$ cat src/rtl/e_stage_ctrl_md.sv
// Execute-stage control: D->E control register, ALU/Tnew/md decode, and the
// multi-cycle mult/div sequencer that drives busy/done and the D-stage md stall.
module e_stage_ctrl_md #(
  parameter int MULT_LAT = 5,
  parameter int DIV_LAT  = 10,
  parameter int CNT_W    = 4
) (
  input  logic       i_clk,
  input  logic       i_rst_n,
  input  logic       i_stall_e,
  input  logic       i_flush_e,
  input  logic [5:0] i_op_d,
  input  logic [5:0] i_func_d,
  input  logic       i_regwr_d,
  output logic [5:0] o_op_e,
  output logic [5:0] o_func_e,
  output logic       o_regwr_e,
  output logic [2:0] o_alu_ctr,
  output logic       o_alub_sel,
  output logic [1:0] o_tnew_e,
  output logic [2:0] o_md_op,
  output logic       o_md_start,
  output logic       o_md_busy,
  output logic       o_md_done,
  output logic       o_md_stall
);

  localparam logic [5:0] OP_R = 6'h00, OP_ORI = 6'h0d, OP_LUI = 6'h0f,
                         OP_LW = 6'h23, OP_SW = 6'h2b;
  localparam logic [5:0] F_ADDU = 6'h21, F_SUBU = 6'h23, F_MFHI = 6'h10, F_MTHI = 6'h11,
                         F_MFLO = 6'h12, F_MTLO = 6'h13, F_MULT = 6'h18, F_MULTU = 6'h19,
                         F_DIV = 6'h1a, F_DIVU = 6'h1b;
  localparam logic [CNT_W-1:0] MULT_CNT = CNT_W'(MULT_LAT - 1);
  localparam logic [CNT_W-1:0] DIV_CNT  = CNT_W'(DIV_LAT - 1);

  typedef enum logic {IDLE, BUSY} state_t;

  logic [5:0]       r_op_e, r_func_e;
  logic             r_regwr_e, r_e_new;
  state_t           r_state;
  logic [CNT_W-1:0] r_cnt;
  logic             w_md_start, w_md_d, w_is_div;

  always_ff @(posedge i_clk or negedge i_rst_n) begin
    if (!i_rst_n) begin
      r_op_e    <= '0;
      r_func_e  <= '0;
      r_regwr_e <= 1'b0;
      r_e_new   <= 1'b0;
    end else if (i_flush_e) begin
      r_op_e    <= '0;
      r_func_e  <= '0;
      r_regwr_e <= 1'b0;
      r_e_new   <= 1'b0;
    end else if (i_stall_e) begin
      r_e_new   <= 1'b0;
    end else begin
      r_op_e    <= i_op_d;
      r_func_e  <= i_func_d;
      r_regwr_e <= i_regwr_d;
      r_e_new   <= 1'b1;
    end
  end

  always_comb begin
    o_alu_ctr  = 3'd0;
    o_alub_sel = 1'b0;
    o_tnew_e   = 2'd0;
    o_md_op    = 3'd0;
    case (r_op_e)
      OP_R: case (r_func_e)
        F_ADDU:  o_tnew_e = 2'd1;
        F_SUBU:  begin o_alu_ctr = 3'd1; o_tnew_e = 2'd1; end
        F_MFHI,
        F_MFLO:  o_tnew_e = 2'd1;
        F_MULT:  o_md_op = 3'd1;
        F_MULTU: o_md_op = 3'd2;
        F_DIV:   o_md_op = 3'd3;
        F_DIVU:  o_md_op = 3'd4;
        F_MTHI:  o_md_op = 3'd5;
        F_MTLO:  o_md_op = 3'd6;
        default: ;
      endcase
      OP_ORI:  begin o_alu_ctr = 3'd2; o_alub_sel = 1'b1; o_tnew_e = 2'd1; end
      OP_LUI:  begin o_alu_ctr = 3'd3; o_alub_sel = 1'b1; o_tnew_e = 2'd1; end
      OP_LW:   begin o_alub_sel = 1'b1; o_tnew_e = 2'd2; end
      OP_SW:   o_alub_sel = 1'b1;
      default: ;
    endcase
  end

  // Only a freshly loaded instruction can start the unit, so a held one never restarts.
  assign w_md_start = r_e_new && (o_md_op inside {3'd1, 3'd2, 3'd3, 3'd4});
  assign w_is_div   = (o_md_op == 3'd3) || (o_md_op == 3'd4);

  always_comb begin
    w_md_d = 1'b0;
    if (i_op_d == OP_R)
      w_md_d = i_func_d inside {F_MFHI, F_MTHI, F_MFLO, F_MTLO, F_MULT, F_MULTU, F_DIV, F_DIVU};
  end

  always_ff @(posedge i_clk or negedge i_rst_n) begin
    if (!i_rst_n) begin
      r_state <= IDLE;
      r_cnt   <= '0;
    end else begin
      case (r_state)
        IDLE: if (w_md_start) begin
          r_cnt   <= w_is_div ? DIV_CNT : MULT_CNT;
          r_state <= BUSY;
        end
        BUSY: if (r_cnt == CNT_W'(1)) begin
          r_cnt   <= '0;
          r_state <= IDLE;
        end else begin
          r_cnt   <= r_cnt - CNT_W'(1);
        end
        default: begin
          r_cnt   <= '0;
          r_state <= IDLE;
        end
      endcase
    end
  end

  assign o_op_e     = r_op_e;
  assign o_func_e   = r_func_e;
  assign o_regwr_e  = r_regwr_e;
  assign o_md_start = w_md_start;
  assign o_md_busy  = w_md_start || (r_state == BUSY);
  assign o_md_done  = (r_state == BUSY) && (r_cnt == CNT_W'(1));
  assign o_md_stall = o_md_busy && w_md_d;

endmodule

$ cat config.mk
export PLATFORM = sky130hd
export DESIGN_NAME = e_stage_ctrl_md
export DESIGN_NICKNAME = d
export VERILOG_FILES = /design/src/rtl/e_stage_ctrl_md.sv
export SDC_FILE = /design/constraint.sdc
export NUM_CORES = 1
export LEC_CHECK = 0
export CAP_MARGIN = 40
export CORE_MARGIN = 3
export CORE_UTILIZATION = 46
export DETAILED_ROUTE_END_ITERATION = 12
export GPL_TIMING_DRIVEN = 0
export PLACE_DENSITY = 0.8
export SLEW_MARGIN = 20
export SYNTH_ARGS = -nofsm -noshare
export SYNTH_HDL_FRONTEND = slang
export SYNTH_SLANG_ARGS = --single-unit
$ cat constraint.sdc
create_clock -name i_clk -period 2.5 [get_ports i_clk]
set_input_delay 0.5 -clock i_clk [delete_from_list [all_inputs] [get_ports i_clk]]
set_output_delay 0.5 -clock i_clk [all_outputs]
set_load 0.02 [all_outputs]
==> impl_metrics.csv <==
group,metric,value,unit
synthesis,avgSynthCellArea,9.59,um2
synthesis,netlist_top_cells_area,"dfrtp_1, mux2i_1, nor2_1, ha_1, nand2b_1",
routing,drt_iter0_drc,44,
synthesis,syn_nets,136,
power_and_ir_drop,finalPower,811,uW
sta,timing.fmax,0.409,GHz
synthesis,synth_edf_count,0,
floorplan,coreArea,2250,um2
sta,final_max_slew_viol_count,0,
worst_setup_path,rrSetupSlack,1030,ps
placed_design,dpl.cell_count,186,
clocking,cts_tree,"done",
worst_setup_path,crit_arrival,1950,ps
worst_setup_path,crit_fanout,5,
global_route,grt_max_degree,11,
routing,drc,0,
clocking,clock_latency,290,ps
floorplan,rows,17,
synthesis,yosys.area.top_type,"dfrtp_1",
routing,num_vias,1030,
worst_setup_path,crit_path_end_kind,"output pin",
finish,area_growth,42.7,%
placed_design,io_buffers,40,
power_and_ir_drop,leakage,0.761,nW
global_route,grt-ovfl-total,0,
routing,drt-wirelength-per-cell,14.2,um
synthesis,synth_area,1120,um2
synthesis,yosys_warnings,0,
floorplan,die_w,55.4,um
routing,wl,2.71,mm
worst_setup_path,required,2000,ps
clocking,clkTransAtPathRegs,110,ps
routing,dr.pass1.iters,4,
clocking,clock_path_buffers,2,
routing,ant_nets,0,
global_route,grt_pass1_wl,4.75,mm
flow_run,max_cap_violations,0,
synthesis,syn_inst,117,
sta,hold_viol_final,0,
sta,fin_worst_skew,4.97,ps
finish,finalNonFillerCells,191,
sta,rsz0062_at_grt,"yes",
finish,layout.nets,183,
worst_setup_path,critPathKind,"flop to output pin",
floorplan,dieArea,3070,um2
synthesis,ys_seq_area_share,42.4,%
synthesis,synth-seq-cells,19,
sta,finalSetupViolations,0,
worst_setup_path,worst_setup_path_start_kind,"flop",
clocking,cts_root_buf,"clkbuf_4",
floorplan,start_util,49.8,%
synthesis,post-synth-top-area-fraction,42.4,%
worst_hold_path,min_path_type,"input pin to asynchronous set/reset pin",
floorplan,die_height,55.4,um
finish,num_antenna_cells,0,
clocking,cts.htree.levels,1,
finish,final_layout_size_suffix_gt1_share,11.0,%
outcome,outcome,"finished clean",
floorplan,num_io_pins,43,
routing,avgViaCountPerCell,5.39,
sta,setup_tns,0,ps
global_route,grt_pass1_vias,1079,
global_route,grt.total_usage,18.6,%
synthesis,synth_cell_types,35,
synthesis,synthFlopType,"dfrtp_1",
synthesis,synthArstFlopShare,100,%
global_route,antenna_found_initial,0,
placed_design,gp_congestion,0.850,
placed_design,hpwl,2.10,mm
sta,fin_crit,2450,ps
clocking,cts_buffers,3,
sta,fin_crit_sh,97.8,%
clocking,cts.sinks,19,
power_and_ir_drop,peakVddDrop,341,uV
power_and_ir_drop,powerDensity,506,nW/um2
sta,whs,510,ps
## routing by layer
| layer | track usage (%) | up-vias | wire [um] |
|---|---|---|---|
| met3 | 3.97 | 4 | 164 |
| met1 | 23.9 | 492 | 1270 |
| li1 | - | 499 | - |
| met4 | 6.60 | 0 | 30 |
| met5 | 0 | - | 0 |
| met2 | 30.9 | 35 | 1250 |
## per-stage QoR
step	utilization (%)	instance area (um2)	setup WS (ps)
after floorplan	-	1120	400
after global placement	69.1	1560	-71.8
after detailed placement	69.6	1570	-102
after CTS	70.8	1600	3.84
after global routing	71.0	1600	-88.8
final	71.0	1600	54.7
## worst paths after layout
path,cells after the start,endpoint,start
max in group asynchronous,2,o_op_e[2]$_DFFE_PN0P_,i_rst_n
max reg2reg,5,r_cnt[0]$_DFFE_PN0P_,o_op_e[4]$_DFFE_PN0P_
max,6,o_md_stall,o_op_e[4]$_DFFE_PN0P_
min in group i_clk,2,r_cnt[1]$_DFFE_PN0P_,r_cnt[1]$_DFFE_PN0P_
min reg2reg,2,r_cnt[1]$_DFFE_PN0P_,r_cnt[1]$_DFFE_PN0P_
min,1,o_op_e[5]$_DFFE_PN0P_,i_rst_n
## cells by family (layout without fill, tap and decap cells)
kind of cell             Yosys count  after routing  share of synthesized area [%]
multiplexers                      17             17                           15.2
XOR/XNOR                           1              1                          0.781
other                              1              1                          0.334
buffers and inverters             12             58                           4.68
AND/OR/NAND/NOR                   53             53                           27.9
flip-flops                        19             19                           42.4
AO/OA/AOI/OAI                     12             12                           6.58
adder cells (fa/ha/maj)            2              2                           2.23
## synth_stat cells, types with 2 or more instances
library cell and count:
a21oi_1 4, buf_2 3, clkbuf_1 3, dfrtp_1 19, ha_1 2, inv_1 5, mux2i_1 17, nand2_1 3
nand2b_1 4, nand3_1 3, nand3b_1 2, nor2_1 20, nor2_2 2, nor2b_1 3, nor3_1 5, o22ai_1 3
## sequential cells by signal (all words and copies together), names as in the netlist
signal,count
r_e_new,1
o_func_e,6
o_op_e,6
r_state,1
r_cnt,4
o_regwr_e,1
## critical path: stages, from the launching register on
cell	delay (ps)
dfrtp_1	450
nor4_4	340
buf_4	170
nand4_4	120
and2_4	210
nor2_2	100
clkdlybuf4s15_2	270
## where the power goes
| part | internal (mW) | switching, mW | total, mW |
|---|---|---|---|
| combinational | 0.130 | 0.136 | 0.265 |
| clock | 0.0619 | 0.0899 | 0.152 |
| sequential | 0.348 | 0.0455 | 0.394 |
| total | 0.540 | 0.271 | 0.811 |
## timing repair
action	in CTS	in global routing
gates resized for setup	10	7
gates cloned	0	0
pin swaps	1	0
setup endpoints to repair	8	4
buffers inserted	1	0
hold buffers	0	0
## cell usage in the layout, fill, tap and decap left out, drive strengths merged, types with 4 or more instances in the layout
cell type,count
buf,6
inv,5
clkbuf,8
dfrtp,19
clkdlybuf4s50,31
nand2b,4
mux2i,17
dlygate4sd2,5
a21oi,4
nor3,6
nor2,22
## cell type report
type,count,area [um2]
Buffer,7,33.8
Clock buffer,4,26.3
Fill cell,197,653
Inverter,5,18.8
Multi-Input combinational cell,86,601
Sequential cell,19,477
Tap cell,28,35.0
Timing Repair Buffer,42,410
Note: power is estimated with default switching activity, not from simulation.
